### config.mk
export PLATFORM = sky130hd
export DESIGN_NAME = coin_input_conditioner
export DESIGN_NICKNAME = d
export VERILOG_FILES = /design/src/rtl/credit_pkg.sv /design/src/rtl/debounce_channel.sv /design/src/rtl/coin_input_conditioner.sv
export SDC_FILE = /design/constraint.sdc
export NUM_CORES = 1
export LEC_CHECK = 0
export ABC_AREA = 1
export CORE_MARGIN = 10
export CORE_UTILIZATION = 45
export CTS_CLUSTER_DIAMETER = 200
export CTS_CLUSTER_SIZE = 12
export DETAILED_ROUTE_END_ITERATION = 16
export GPL_ROUTABILITY_DRIVEN = 0
export PLACE_DENSITY_LB_ADDON = 0.05
export SETUP_SLACK_MARGIN = 0.05
export SYNTH_ARGS = -nofsm -noshare
export SYNTH_HDL_FRONTEND = slang
export SYNTH_SLANG_ARGS = --single-unit
### constraint.sdc
create_clock -name clk -period 2 [get_ports clk]
set_clock_uncertainty 0.05 [all_clocks]
set_input_delay 0.6 -clock clk [delete_from_list [all_inputs] [get_ports clk]]
set_output_delay 0.6 -clock clk [all_outputs]
set_load 0.01 [all_outputs]
### src/rtl/credit_pkg.sv
// rtl/credit_pkg.sv - shared types and timing defaults for the coin/credit front-end
//
// Purpose : lockout FSM state type, coin counter width, default timing
//           constants (100 MHz clock) and a saturating-increment helper.
// Ports   : none (package).
package credit_pkg;

    typedef enum logic {
        READY  = 1'b0,
        LOCKED = 1'b1
    } lockout_state_t;

    localparam int COUNT_W = 8;

    localparam int DEBOUNCE_CYCLES_DEF = 1000000;    // 10 ms
    localparam int LOCKOUT_CYCLES_DEF  = 5000000;    // 50 ms
    localparam int STUCK_CYCLES_DEF    = 200000000;  // 2 s

    function automatic logic [COUNT_W-1:0] sat_inc(input logic [COUNT_W-1:0] v);
        return (&v) ? v : v + 1'b1;
    endfunction

endpackage

### src/rtl/debounce_channel.sv
// rtl/debounce_channel.sv - 2-flop synchroniser, debouncer and rise detector for one input
//
// Purpose : synchronise a raw switch, qualify a level change after
//           DEBOUNCE_CYCLES consecutive differing enabled cycles.
// Ports   : clk, rst_n (async, active-low), ena (freeze when low),
//           raw (unsynchronised input), level (registered debounced level),
//           rise_d (combinational: level rises on the coming edge; the
//           parent registers it so the pulse lines up with level).
module debounce_channel #(
    parameter int DEBOUNCE_CYCLES = 4
) (
    input  logic clk,
    input  logic rst_n,
    input  logic ena,
    input  logic raw,
    output logic level,
    output logic rise_d
);

    localparam int CW = $clog2(DEBOUNCE_CYCLES + 1);
    localparam logic [CW-1:0] CNT_LAST = CW'(DEBOUNCE_CYCLES - 1);

    logic          sync_q1;
    logic          sync_q2;
    logic [CW-1:0] cnt;
    logic          differs;
    logic          qualified;

    assign differs   = (sync_q2 != level);
    assign qualified = ena && differs && (cnt == CNT_LAST);
    assign rise_d    = qualified && !level;

    always_ff @(posedge clk or negedge rst_n) begin
        if (!rst_n) begin
            sync_q1 <= 1'b0;
            sync_q2 <= 1'b0;
            cnt     <= '0;
            level   <= 1'b0;
        end else begin
            // Synchroniser keeps sampling even while frozen.
            sync_q1 <= raw;
            sync_q2 <= sync_q1;
            if (ena) begin
                if (!differs) begin
                    cnt <= '0;
                end else if (cnt == CNT_LAST) begin
                    level <= ~level;
                    cnt   <= '0;
                end else begin
                    cnt <= cnt + 1'b1;
                end
            end
        end
    end

endmodule

### src/rtl/coin_input_conditioner.sv
// rtl/coin_input_conditioner.sv - coin/accept input conditioning with coin lockout and count
//
// Purpose : debounced levels and rise pulses for coin and accept inputs,
//           post-acceptance coin lockout, saturating accepted-coin count.
// Option  : define COIN_STUCK_DET_EN to enable the stuck-coin detector;
//           otherwise coin_stuck is tied low.
// Ports   : clk, rst_n (async, active-low), ena (global enable),
//           coin_raw, accept_raw (raw switches), count_clr (sync clear),
//           coin_level, accept_level, coin_pulse, accept_pulse,
//           coin_reject, coin_count[7:0], coin_stuck (all registered).
module coin_input_conditioner
    import credit_pkg::*;
#(
    parameter int DEBOUNCE_CYCLES = DEBOUNCE_CYCLES_DEF,
    parameter int LOCKOUT_CYCLES  = LOCKOUT_CYCLES_DEF,
    parameter int STUCK_CYCLES    = STUCK_CYCLES_DEF
) (
    input  logic               clk,
    input  logic               rst_n,
    input  logic               ena,
    input  logic               coin_raw,
    input  logic               accept_raw,
    input  logic               count_clr,
    output logic               coin_level,
    output logic               accept_level,
    output logic               coin_pulse,
    output logic               accept_pulse,
    output logic               coin_reject,
    output logic [COUNT_W-1:0] coin_count,
    output logic               coin_stuck
);

    localparam int LW = $clog2(LOCKOUT_CYCLES + 1);
    localparam logic [LW-1:0] LOCK_LOAD = LW'(LOCKOUT_CYCLES - 1);

    logic           coin_rise;
    logic           accept_rise;
    logic           coin_blocked;
    logic           coin_accept;
    lockout_state_t lock_state;
    logic [LW-1:0]  lock_cnt;

    debounce_channel #(.DEBOUNCE_CYCLES(DEBOUNCE_CYCLES)) u_coin (
        .clk    (clk),
        .rst_n  (rst_n),
        .ena    (ena),
        .raw    (coin_raw),
        .level  (coin_level),
        .rise_d (coin_rise)
    );

    debounce_channel #(.DEBOUNCE_CYCLES(DEBOUNCE_CYCLES)) u_accept (
        .clk    (clk),
        .rst_n  (rst_n),
        .ena    (ena),
        .raw    (accept_raw),
        .level  (accept_level),
        .rise_d (accept_rise)
    );

    // A rise is turned into a reject rather than a credit while the
    // lockout window is open or the coin path is flagged stuck.
    assign coin_blocked = (lock_state == LOCKED) || coin_stuck;
    assign coin_accept  = coin_rise && !coin_blocked;

    always_ff @(posedge clk or negedge rst_n) begin
        if (!rst_n) begin
            lock_state   <= READY;
            lock_cnt     <= '0;
            coin_pulse   <= 1'b0;
            accept_pulse <= 1'b0;
            coin_reject  <= 1'b0;
            coin_count   <= '0;
        end else begin
            coin_pulse   <= coin_accept;
            coin_reject  <= coin_rise && coin_blocked;
            accept_pulse <= accept_rise;

            case (lock_state)
                READY: begin
                    if (coin_accept) begin
                        lock_state <= LOCKED;
                        lock_cnt   <= LOCK_LOAD;
                    end
                end
                LOCKED: begin
                    if (ena) begin
                        if (lock_cnt == '0) begin
                            lock_state <= READY;
                        end else begin
                            lock_cnt <= lock_cnt - 1'b1;
                        end
                    end
                end
                default: lock_state <= READY;
            endcase

            if (count_clr) begin
                coin_count <= '0;
            end else if (coin_accept) begin
                coin_count <= sat_inc(coin_count);
            end
        end
    end

`ifdef COIN_STUCK_DET_EN
    localparam int SW = $clog2(STUCK_CYCLES + 1);
    localparam logic [SW-1:0] STUCK_LAST = SW'(STUCK_CYCLES - 1);

    logic [SW-1:0] stuck_cnt;

    always_ff @(posedge clk or negedge rst_n) begin
        if (!rst_n) begin
            stuck_cnt  <= '0;
            coin_stuck <= 1'b0;
        end else begin
            if (!coin_level) begin
                stuck_cnt <= '0;
            end else if (ena && !coin_stuck) begin
                if (stuck_cnt == STUCK_LAST) begin
                    coin_stuck <= 1'b1;
                end else begin
                    stuck_cnt <= stuck_cnt + 1'b1;
                end
            end
            // Only an operator accept with the coin path idle releases the flag.
            if (accept_pulse && !coin_level) begin
                coin_stuck <= 1'b0;
            end
        end
    end
`else
    // Constant-false tie-off; referencing the parameter keeps one interface
    // for both builds.
    assign coin_stuck = (STUCK_CYCLES < 0);
`endif

endmodule

### After elaboration in Yosys (flattened, before gate mapping)

Cells that the tools add are included.

* register bits: 81
* latch bits: 0
* bits in writable memories: 0
* ROM bits: 0
* input bits: 6
* output and inout bits: 14
* word-level logic and storage cells: 62
* memories: 0

* $add $sub $neg: 4
* multiply operators: 0
* divide/modulo/power cells: 0
* order comparisons: 0
* equal/unequal tests: 8
* shifts and indexed selects: 0
* multiplexer cells: 15
* bitwise gates (word level): 3
* reductions and logical operators: 18

Operator list (number)
* $mux 20: 4
* $mux 23: 3
* $pmux 23 s2: 1
* $add 20x1->20 const B: 2
* $eq 20x20->1 const B: 2
* $mux 8: 3
* $logic_not 23->1: 1
* $sub 23x1->23 const B: 1
* $reduce_and 3->1: 3
* $add 8x1->8 const B: 1
* $logic_and 1x1->1: 8
* $ne 2x2->1 const B: 4
* $reduce_and 8->1: 1
* $logic_not 1->1: 3
* $mux 1: 3
* $not 1->1: 3
* $ne 1x1->1: 2
* $pmux 1 s2: 1
* $reduce_and 2->1: 1
* $reduce_bool 2->1: 1

### Logic depth before layout (Yosys ltp)

Gate-level depths: netlist (run 1).

* word-level depth: 7
* mapped depth: 11
* depth with buffers taken out: 10

### By module

Synthesis (run 1) repeated with hierarchy kept, for this count alone.

* cell total of the unflattened synthesis: 717
* area total of the unflattened synthesis: 5016.1 um2

By module, submodules not included
* debounce_channel: times used 2, cells each 199, area each 1397.6 um2, seq. area each 575.6 um2
* coin_input_conditioner: times used 1, cells each 319, area each 2220.9 um2, seq. area each 875.8 um2

### Worst setup path after synthesis (run 1)

No wires, ideal clock.

* path type: in2reg
* start point: in ena
* end point: reg u_accept.cnt[17]
* setup time: 0.117 ns
* arrival: 1.565 ns
* required time: 1.833 ns
* slack: 0.268 ns
* stages: 8
* buffers on the path: 1
* path through: buf_2 -> inv_2 -> nor2_2 -> nand3_2 -> nor2_2 -> nand3_1 -> nor2_1 -> nor2_1

RTL lines
* from (decl): RTL line coin_input_conditioner.sv:20 `input logic ena,`
* to (signal assigned): RTL line debounce_channel.sv:50 `cnt <= cnt + 1'b1;`
* to (decl): RTL line debounce_channel.sv:25 `logic [CW-1:0] cnt;`

### Worst setup path in the final report (run 1)

* start point: reg coin_count[0]
* end point: out coin_count[0]

RTL lines
* from (decl): RTL line coin_input_conditioner.sv:29 `output logic [COUNT_W-1:0] coin_count,`
* from (signal assigned): RTL line coin_input_conditioner.sv:101 `coin_count <= sat_inc(coin_count);`

No word-level cell between the ends.

==> key figures, run 1 <==
Outcome
  – Outcome: finished clean

Floorplanning
  – Die Y: 122 µm
  – Die ar.: 15000 µm²
  – I/O Pins: 20
  – Initial Utilization: 46.0%
  – Row cnt: 37
  – Die X: 122 µm
  – Placeable Area: 10300 µm²

Hold path
  – Hold Crit Class: primary input to async pin

Worst setup path
  – Worst Setup End Kind: output port
  – Critical path peak fanout: 2
  – Worst Path Buf+Inv: 1
  – Crit path required time: 1.35 ns
  – Crit path kind: register to output port
  – Critical path depth: 1
  – R2r startpoint: u_coin.cnt[1]
  – CP max stage delay: 0.54 ns
  – CP Data Arrival Time: 1.26 ns
  – FF-to-FF path depth: 11
  – Critical Path Slowest Stage Cell: clkdlybuf4s50_1
  – Setup crit start: coin_count[0]
  – Delay-heaviest family, CP: buffers and inverters
  – Worst setup SP type: register
  – Crit-path cells: clkdlybuf4s50_1

Timing
  – Endpoints failing setup: 0
  – Max Slew Vio Count: 0
  – Final hold vios: 0
  – Sum Neg Setup Slack: 0 ns
  – Fmax: 0.525 GHz
  – Tcrit/Tclk final: 95.3%
  – Clock period minus worst slack: 1.91 ns
  – Unrepaired setup endpoints after global routing: yes

Yosys
  – Syn_nets: 659
  – Sequential element share of the synthesized area: 42.9%
  – Number of synthesized flops with an enable pin: 0
  – Syn Area/Cell: 7.28 µm²
  – Most frequent cell after synthesis: nand2_1
  – Post-Syn Instances: 649
  – Synth Cell Area: 4730 µm²
  – Share of the synthesized area in the top cell type: 42.9%
  – Synth Register Bits: 81
  – Most used DFF post-synth: dfrtp_1
  – Ys Warns: 0
  – Commonest cells in the netlist: nand2_1, nor2_1, dfrtp_1
  – Post-synth top area cell: dfrtp_1
  – Post-synth ARST share: 100%
  – Main area contributors after synthesis: dfrtp_1, nand2_1, nor2_1
  – Post-synthesis cell type count: 35

Global routing
  – Vias in the first global route: 4216
  – GRT Overall Usage: 16.1%
  – Gr ovfl total: 0
  – First-pass GRT wire length: 19.7 mm
  – Antenna violations before repair: 0
  – Largest net degree at the start of global routing: 37

Clock network
  – CTS Buffer Depth: 2
  – CTS tree: yes
  – Htree depth: 3
  – Clock sink count: 81
  – Total CTS buffers: 9
  – Root buffer cell: clkbuf_8
  – Clock latency on the worst-skew pair: 0.37 ns
  – Clock Pin Slew Worst Setup and Hold Paths: 0.09 ns

Placed design
  – Cell total after placement: 837
  – IO Port Bufs: 18
  – Detailed Place HPWL: 8.38 mm

Detailed routing
  – Via count: 4377
  – First-pass DRT Iterations: 5
  – Wire per inst: 13.1 µm
  – DRC: 0
  – Routed Antenna Nets: 0
  – Drt via density: 5.09
  – Final WL: 11.3 mm
  – Initial drt markers: 360

Pwr
  – Pwr/cell area: 563 nW/µm²
  – Worst vdd rail ir drop: 0.318 mV
  – Leak Pwr: 0.00303 µW
  – Pwr Total: 3190 µW

Flow run
  – MaxCap Viol Count: 0

Finish
  – N_diodes: 0
  – Share of layout cells above drive strength 1: 14.1%
  – Final Core Density: 55.1%
  – Nets: 729
  – Area Growth Syn to Fin: 19.7%
  – Layout Cells excl Fill: 860
-- timing repair --
item | CTS | global route
hold buffers | 0 | 0
endpoints found under the setup margin | 11 | 44
pin swaps | 0 | 0
setup buffers | 7 | 0
resized for setup | 6 | 12
-- layout by cell type (no fill, tap or decap), types with 7 or more instances in the layout --
cell and count:
clkbuf_8 9, nor2_1 88, nor3_1 16, a21oi_1 18, xnor2_1 7, o21ai_0 16
buf_4 53, nand2_1 176, nand3_1 63, nor2_2 7, dfrtp_1 81, xor2_1 19
inv_1 74, nand4_1 28
-- cell families (layout without fill, tap and decap cells) --
kind of cell               Yosys count  after routing  synth area share (%)
DFF                                 81             81                  42.9
buffers and inverters               90            165                  7.65
xor gates and xnor gates            26             26                  4.82
AOI/OAI and AO/OA                   42             42                  4.82
adders and majority gates            4              4                  1.06
and+or+nand+nor                    405            405                  38.7
other                                1              1                0.0793
-- cell type report --
class,count,area [µm²]
fill,993,4620
multi-input combinational,478,2380
sequential,81,2030
timing repair buffer,71,593
inverter,78,293
tap,136,170
clock buffer,10,128
clock inverter,6,68.8
-- final timing paths --
path	endpoint	slack, ns
worst max-delay path	coin_count[0]	0.09
worst min-delay path	u_accept.cnt[3]	0.09
worst max register to register	u_coin.cnt[16]	0.20
worst min register to register	u_accept.sync_q2	0.30
max in group asynchronous	u_coin.cnt[5]	1.25
min in group clk	u_accept.sync_q2	0.30
-- where the power goes --
| part | leakage (µW) | total (µW) | switching, µW | internal (µW) |
|---|---|---|---|---|
| combinational | 0.00183 | 244 | 145 | 99.8 |
| clock | 0.0000847 | 1230 | 654 | 579 |
| sequential | 0.00111 | 1710 | 34.0 | 1680 |
-- per-stage QoR --
stage | area (µm²) | hold slack (ns) | setup WS (ns)
3_5_place_dp | 5360 | 0.286 | -0.256
3_3_place_gp | 5360 | 0.285 | -0.258
2_1_floorplan | 4730 | 0.254 | 0.268
4_1_cts | 5610 | 0.106 | 0.0378
5_1_grt | 5660 | 0.103 | 0.0506
6_report | 5660 | 0.0949 | 0.0938
-- flip-flops by register name, indices dropped and copies added (netlist names) --
register          cells
accept_pulse          1
coin_blocked          1
coin_count            8
coin_pulse            1
coin_reject           1
lock_cnt             23
u_accept.cnt         20
u_accept.level        1
u_accept.sync_q1      1
u_accept.sync_q2      1
u_coin.cnt           20
u_coin.level          1
u_coin.sync_q1        1
u_coin.sync_q2        1
-- routing by layer --
metal  part of all wire, %  vias to the layer above  global-route usage (%)
li1                      -                     2223                       -
met1                    47                     2061                    21.1
met2                    48                       80                    26.0
met3                   3.5                       13                    2.39
met4                   1.5                        0                    6.55
met5                     0                        -                       0
No activity file was read; power rests on OpenSTA's default activity.
==> run 2: changes to the inputs <==
- RECOVER_POWER: default -> 50
==> run 2 against run 1 <==
  * Largest cell class unchanged
  * Clock power barely moved
  * Design area is 0.33% lower
  * Sequential cell count is the same
  * Highest routed layer unchanged
  * Final cell count stayed put
  * The flow now finishes with violations (max-capacitance violations, max-slew violations)
  * First-iteration DRC count down 6.4%
==> key figures, run 2 (same netlist as run 1, synthesis figures left out) <==
Outcome
  – Outcome: finished with violations
  – Failing checks: max-capacitance violations, max-slew violations

Finish
  – Largest regs: lock_cnt x23, u_accept.cnt x20, u_coin.cnt x20
  – Number of fill cells: 996 (+0.30%)
  – Most flop-heavy register: lock_cnt
  – Share of layout cells above drive strength 1: 13.8% (-0.28 points)
  – Nets: 729 (unchanged)
  – Most common cell after layout, fill and taps aside: nand2_1
  – Commonest cells after routing, fill and taps aside: nand2_1, nor2_1, dfrtp_1
  – Area Growth Syn to Fin: 19.3%
  – Reg area: 2030 µm² (unchanged)
  – Area of the multi-input gates: 2380 µm² (unchanged)
  – Max reg flops: 23 (unchanged)
  – N_diodes: 0 (unchanged)

Detailed routing
  – Final WL: 11.3 mm (-0.18%)
  – First-pass DRT Iterations: 5 (unchanged)
  – Initial drt markers: 337 (-6.4%)
  – Wire per inst: 13.1 µm (-0.18%)
  – Via count: 4372 (-0.11%)
  – DRC: 0 (unchanged)
  – Drt via density: 5.08 (-0.11%)
  – Routed Antenna Nets: 0 (unchanged)

Worst setup path
  – Delay-heaviest family, CP: buffers and inverters
  – Crit path kind: register to output port
  – FF-to-FF path depth: 11 (unchanged)
  – Critical Path Slowest Stage Cell: clkdlybuf4s50_1
  – Worst Setup End Kind: output port
  – Critical path depth: 1 (unchanged)
  – Crit-path cells: clkdlybuf4s50_1
  – Worst setup SP type: register
  – CP max stage delay: 0.54 ns (about the same)
  – CP Data Arrival Time: 1.26 ns (about the same)
  – Crit path required time: 1.35 ns (about the same)
  – Worst Path Buf+Inv: 1 (unchanged)
  – Critical path peak fanout: 2 (unchanged)

Clock network
  – Root buffer cell: clkbuf_8
  – Htree depth: 3 (unchanged)
  – CTS Buffer Depth: 2 (unchanged)
  – Clock latency on the worst-skew pair: 0.37 ns (about the same)
  – CTS tree: yes
  – Clock Pin Slew Worst Setup and Hold Paths: 0.08 ns (about the same)
  – Total CTS buffers: 9 (unchanged)
  – Clock sink count: 81 (unchanged)

Flow run
  – MaxCap Viol Count: 1 (+1)

Global routing
  – Vias in the first global route: 4216 (unchanged)
  – GRT Overall Usage: 16.1% (unchanged)
  – Antenna violations before repair: 0 (unchanged)
  – First-pass GRT wire length: 19.7 mm (unchanged)
  – Largest net degree at the start of global routing: 37 (unchanged)
  – Gr ovfl total: 0 (unchanged)

Timing
  – Final hold vios: 0 (unchanged)
  – Endpoints failing setup: 0 (unchanged)
  – PnR worst setup slack: 0.0937 ns (-0.000115 ns)
  – Fmax: 0.525 GHz (about the same)
  – Unrepaired setup endpoints after global routing: yes
  – Worst slew margin: -7.15%
  – Clock period minus worst slack: 1.91 ns (+0.000115 ns)
  – Max Slew Vio Count: 28 (+28)
  – Tcrit/Tclk final: 95.3% (about the same)
  – Measured slew at the worst slew-check pin: 1.61 ns

Placed design
  – Detailed Place HPWL: 8.38 mm (unchanged)
  – IO Port Bufs: 18 (unchanged)
  – Post-place setup slack: -0.256 ns (unchanged)

Pwr
  – Worst vdd rail ir drop: 0.318 mV (-0.11%)
  – Pwr/cell area: 564 nW/µm² (+0.17%)
  – Pwr Total: 3180 µW (-0.17%)
  – Leak Pwr: 0.00300 µW (-0.97%)

Hold path
  – Hold Crit Class: register to register
  – WHS Path Cells: 0

Floorplanning
  – Placeable Area: 10300 µm² (unchanged)
  – Die X: 122 µm (unchanged)
  – Initial Utilization: 46.0% (unchanged)
  – Die Y: 122 µm (unchanged)
  – Die ar.: 15000 µm² (unchanged)
  – I/O Pins: 20 (unchanged)
  – Row cnt: 37 (unchanged)
[run 2: changes by cell type in the layout (fill, tap and decap cells not counted), sizes merged]
cell	delta
buf	-2
clkdlybuf4s25	+1
dlygate4sd3	+2
clkdlybuf4s50	-2
clkbuf	+2
dlymetal6s2s	-1
[run 2: area by class of cell]
cell class | count | share of cell area (%)
clock buffer | 10 | 2.26
clock inverter | 6 | 1.22
inverter | 78 | 5.19
multi-input combinational | 478 | 42.2
sequential | 81 | 35.9
tap | 136 | 3.02
timing repair buffer | 71 | 10.2
[run 2: path summary, 6_finish.rpt]
| check | end | startpoint | slack (ns) |
|---|---|---|---|
| worst max register to register | u_coin.cnt[16] | u_coin.cnt[1] | 0.20 |
| worst min register to register | u_accept.sync_q2 | u_accept.sync_q1 | 0.30 |
| worst max-delay path | coin_count[0] | coin_count[0] | 0.09 |
| worst min-delay path | u_accept.sync_q2 | u_accept.sync_q1 | 0.30 |
| max in group asynchronous | lock_cnt[10] | rst_n | 0.29 |
| min in group asynchronous | u_accept.cnt[3] | rst_n | 0.57 |
[run 2: through the flow]
step / hold WS (ns) / util [%] / area, µm² / setup TNS [ns] / instances
after floorplan: 0.254 / - / 4730 / 0 / 649
final: 0.301 / 54.9 / 5640 / 0 / 860
after global placement: 0.285 / 52.2 / 5360 / -3.99 / 837
after global routing: 0.312 / 54.9 / 5640 / 0 / 860
after CTS: 0.106 / 54.5 / 5610 / 0 / 860
after detailed placement: 0.286 / 52.2 / 5360 / -6.23 / 837
[run 2: layer usage]
layer	share of wire [%]	routed length, µm	vias to the layer above	track usage [%]
li1	-	-	2223	-
met1	46	5230	2057	21.1
met2	48	5460	79	26.0
met3	3.7	412	13	2.39
met4	1.5	168	0	6.55
met5	0	0	-	0
[run 2: report_power, final]
group          switching, µW  internal, µW  total [µW]
Clock                    654           579        1230
Sequential              33.9          1680        1710
Combinational            144          95.4         239
Total                    832          2350        3180
[run 2: repair_timing]
item                       CTS  global route
hold buffers                 0             0
resized for setup            6            12
cloned                       0             0
setup buffers                7             0
setup endpoints to repair   11            44
==> run 3: changes to the inputs <==
- CORE_UTILIZATION: 45 -> 61
- SKIP_LAST_GASP: default -> 1
- SYNTH_HIERARCHICAL: default -> 1
==> run 3 against run 2 <==
  * The run ends with negative setup slack left
  * Maximum frequency fell by 5.9%
  * Die area fell by 18%
  * Sequential cell count did not move
  * Routed wire length increased by 11%
  * Clock power increased by 7%
  * Worst hold slack better by 0.0064 ns
  * Critical endpoint is now lock_cnt[11]
==> key figures, run 3 <==
Detailed routing
  – DRC: 0 (unchanged)
  – Routed Antenna Nets: 0 (unchanged)
  – Wire per inst: 13.9 µm (+6.5%)
  – First-pass DRT Iterations: 5 (unchanged)
  – Final WL: 12.5 mm (+11%)
  – Drt via density: 5.41 (+6.4%)
  – Initial drt markers: 303 (-10%)
  – Via count: 4854 (+11%)

Worst setup path
  – CP Data Arrival Time: 2.28 ns (+1.02 ns)
  – Critical path peak fanout: 6 (+4)
  – Worst setup SP type: register
  – Crit path kind: register to register
  – Crit path required time: 2.25 ns (+0.90 ns)
  – Worst Setup End Kind: register

Timing
  – PnR worst setup slack: -0.0250 ns (-0.119 ns)
  – Measured slew at the worst slew-check pin: 1.48 ns (-0.125 ns)
  – Unrepaired setup endpoints after global routing: yes
  – Max Slew Vio Count: 0 (-100%)
  – Fmax: 0.494 GHz (-5.9%)
  – Tcrit/Tclk final: 101% (+5.9 points)
  – WHS: 0.308 ns (+0.00644 ns)
  – Final hold vios: 0 (unchanged)
  – Clock period minus worst slack: 2.02 ns (+0.119 ns)
  – Worst slew margin: 1.19% (+8.3 points)
  – Endpoints failing setup: 12 (+12)

Yosys
  – Syn Area/Cell: 7.00 µm² (-3.9%)
  – Main area contributors after synthesis: dfrtp_1, nand2_1, nor2_1
  – Synth Cell Area: 5020 µm² (+6.1%)
  – Sequential element share of the synthesized area: 40.4% (-2.5 points)
  – Most frequent cell after synthesis: nand2_1
  – Post-synthesis cell type count: 33 (-5.7%)
  – Share of the synthesized area in the top cell type: 40.4% (-2.5 points)
  – Ys Warns: 6 (+6)
  – Post-synth top area cell: dfrtp_1
  – Post-Syn Instances: 717 (+10%)
  – Most used DFF post-synth: dfrtp_1
  – Post-synth ARST share: 100% (unchanged)
  – Commonest cells in the netlist: nand2_1, nor2_1, dfrtp_1
  – Synth Register Bits: 81 (unchanged)
  – Syn_nets: 727 (+10%)
  – Number of synthesized flops with an enable pin: 0 (unchanged)

Clock network
  – Root buffer cell: clkbuf_8
  – Clock sink count: 81 (unchanged)
  – CTS Buffer Depth: 2 (unchanged)
  – Clock Pin Slew Worst Setup and Hold Paths: 0.08 ns (about the same)
  – Clock latency on the worst-skew pair: 0.36 ns (about the same)
  – Htree depth: 3 (unchanged)
  – Total CTS buffers: 9 (unchanged)
  – CTS tree: yes
  – CTS Hold Bufs: 0 (unchanged)

Global routing
  – Antenna violations before repair: 0 (unchanged)
  – Gr ovfl total: 0 (unchanged)
  – GRT Overall Usage: 19.2% (+3.1 points)
  – Largest net degree at the start of global routing: 26 (-30%)
  – First-pass GRT wire length: 20.6 mm (+4.5%)
  – Vias in the first global route: 4519 (+7.2%)

Outcome
  – Failing checks: negative setup slack
  – Outcome: finished with violations

Finish
  – Most common cell after layout, fill and taps aside: nand2_1
  – Area Growth Syn to Fin: 21.3%
  – Largest regs: lock_cnt x23, u_accept/cnt x20, u_coin/cnt x20
  – Share of layout cells above drive strength 1: 18.3% (+4.5 points)
  – Max reg flops: 23 (unchanged)
  – Nets: 797 (+9.3%)
  – Commonest cells after routing, fill and taps aside: nand2_1, nor2_1, dfrtp_1
  – N_diodes: 0 (unchanged)
  – Most flop-heavy register: lock_cnt

Floorplanning
  – Die Y: 111 µm (-9.6%)
  – Row cnt: 33 (-11%)
  – I/O Pins: 20 (unchanged)
  – Placeable Area: 8090 µm² (-21%)
  – Initial Utilization: 62.0% (+16 points)
  – Die X: 111 µm (-9.6%)
  – Die ar.: 12300 µm² (-18%)

Hold path
  – Hold Crit Class: register to register

Placed design
  – Detailed Place HPWL: 8.30 mm (-0.93%)
  – IO Port Bufs: 18 (unchanged)

Pwr
  – Pwr Total: 5100 µW (+60%)
  – Worst vdd rail ir drop: 0.512 mV (+61%)
  – Pwr/cell area: 839 nW/µm² (+49%)
  – Leak Pwr: 0.00304 µW (+1.2%)

Flow run
  – MaxCap Viol Count: 0 (-1)
-- run 3: cell families after synthesis --
logic type | after synthesis | synth area share, %
DFF | 81 | 40.4
other | 1 | 0.0748
adders and majority gates | 4 | 0.998
buffers and inverters | 88 | 7.88
and+or+nand+nor | 484 | 42.6
xor gates and xnor gates | 17 | 2.97
AOI/OAI and AO/OA | 42 | 5.04
-- run 3: repair_timing --
item                       CTS  global route
gates cloned                 1             3
resized for setup           21            41
setup endpoints to repair   41            33
buffers inserted             9             6
pin swaps                    5            18
-- run 3: worst max-delay path, stage by stage, from the launching register on --
cell and delay (ns):
dfrtp_1 0.37, ha_2 0.22, nand2_4 0.07, nor2_4 0.12, nand3_2 0.09, nor2_4 0.13
nand2_2 0.09, nor2_4 0.12, nand2_4 0.10, a21oi_4 0.30, clkbuf_16 0.22, nand2_1 0.05
nand2_1 0.05
-- run 3: report_power, final --
| group | internal, µW | switching, µW | leakage [µW] | total, µW |
|---|---|---|---|---|
| clock network | 702 | 616 | 0.0000995 | 1320 |
| logic | 620 | 1080 | 0.00185 | 1700 |
| registers | 1840 | 241 | 0.00109 | 2080 |
| total | 3160 | 1940 | 0.00304 | 5100 |
-- run 3: final timing paths --
kind	start	to	slack, ns	cells after the start
setup / recovery	u_coin/cnt[1]	lock_cnt[11]	-0.02	12
hold / removal	u_coin/sync_q1	u_coin/sync_q2	0.31	0
hold reg to reg	u_coin/sync_q1	u_coin/sync_q2	0.31	0
min in group asynchronous	rst_n	u_accept/cnt[11]	0.53	1
setup reg to reg	u_coin/cnt[1]	lock_cnt[11]	-0.02	12
max in group asynchronous	rst_n	u_coin/level	0.34	2
-- run 3: stage by stage --
stage,setup WS (ns),instance area [µm²],TNS (ns),utilization (%),cells
after detailed placement,-0.290,5540,-9.17,68.5,862
after CTS,-0.00464,5860,-0.00464,72.4,888
final,-0.0250,6080,-0.146,75.2,897
after floorplan,0.0903,5030,0,-,717
after global placement,-0.248,5540,-7.48,68.5,862
after global routing,-0.124,6080,-2.43,75.2,897
-- run 3: cell type report --
type                    count  area, µm²
multi-input cells         549       2770
flip-flops and latches     81       2030
fillers                   648       2010
repair buffers             76        676
inverters                  70        265
clock buffers              11        131
well taps                 105        131
clock inverters             5       80.1
-- run 3: layer usage --
metal	GRT usage (%)	up-vias	routed length (µm)
li1	-	2409	-
met1	25.1	2255	5410
met2	31.4	161	6120
met3	3.79	29	712
met4	5.56	0	269
met5	0	-	0
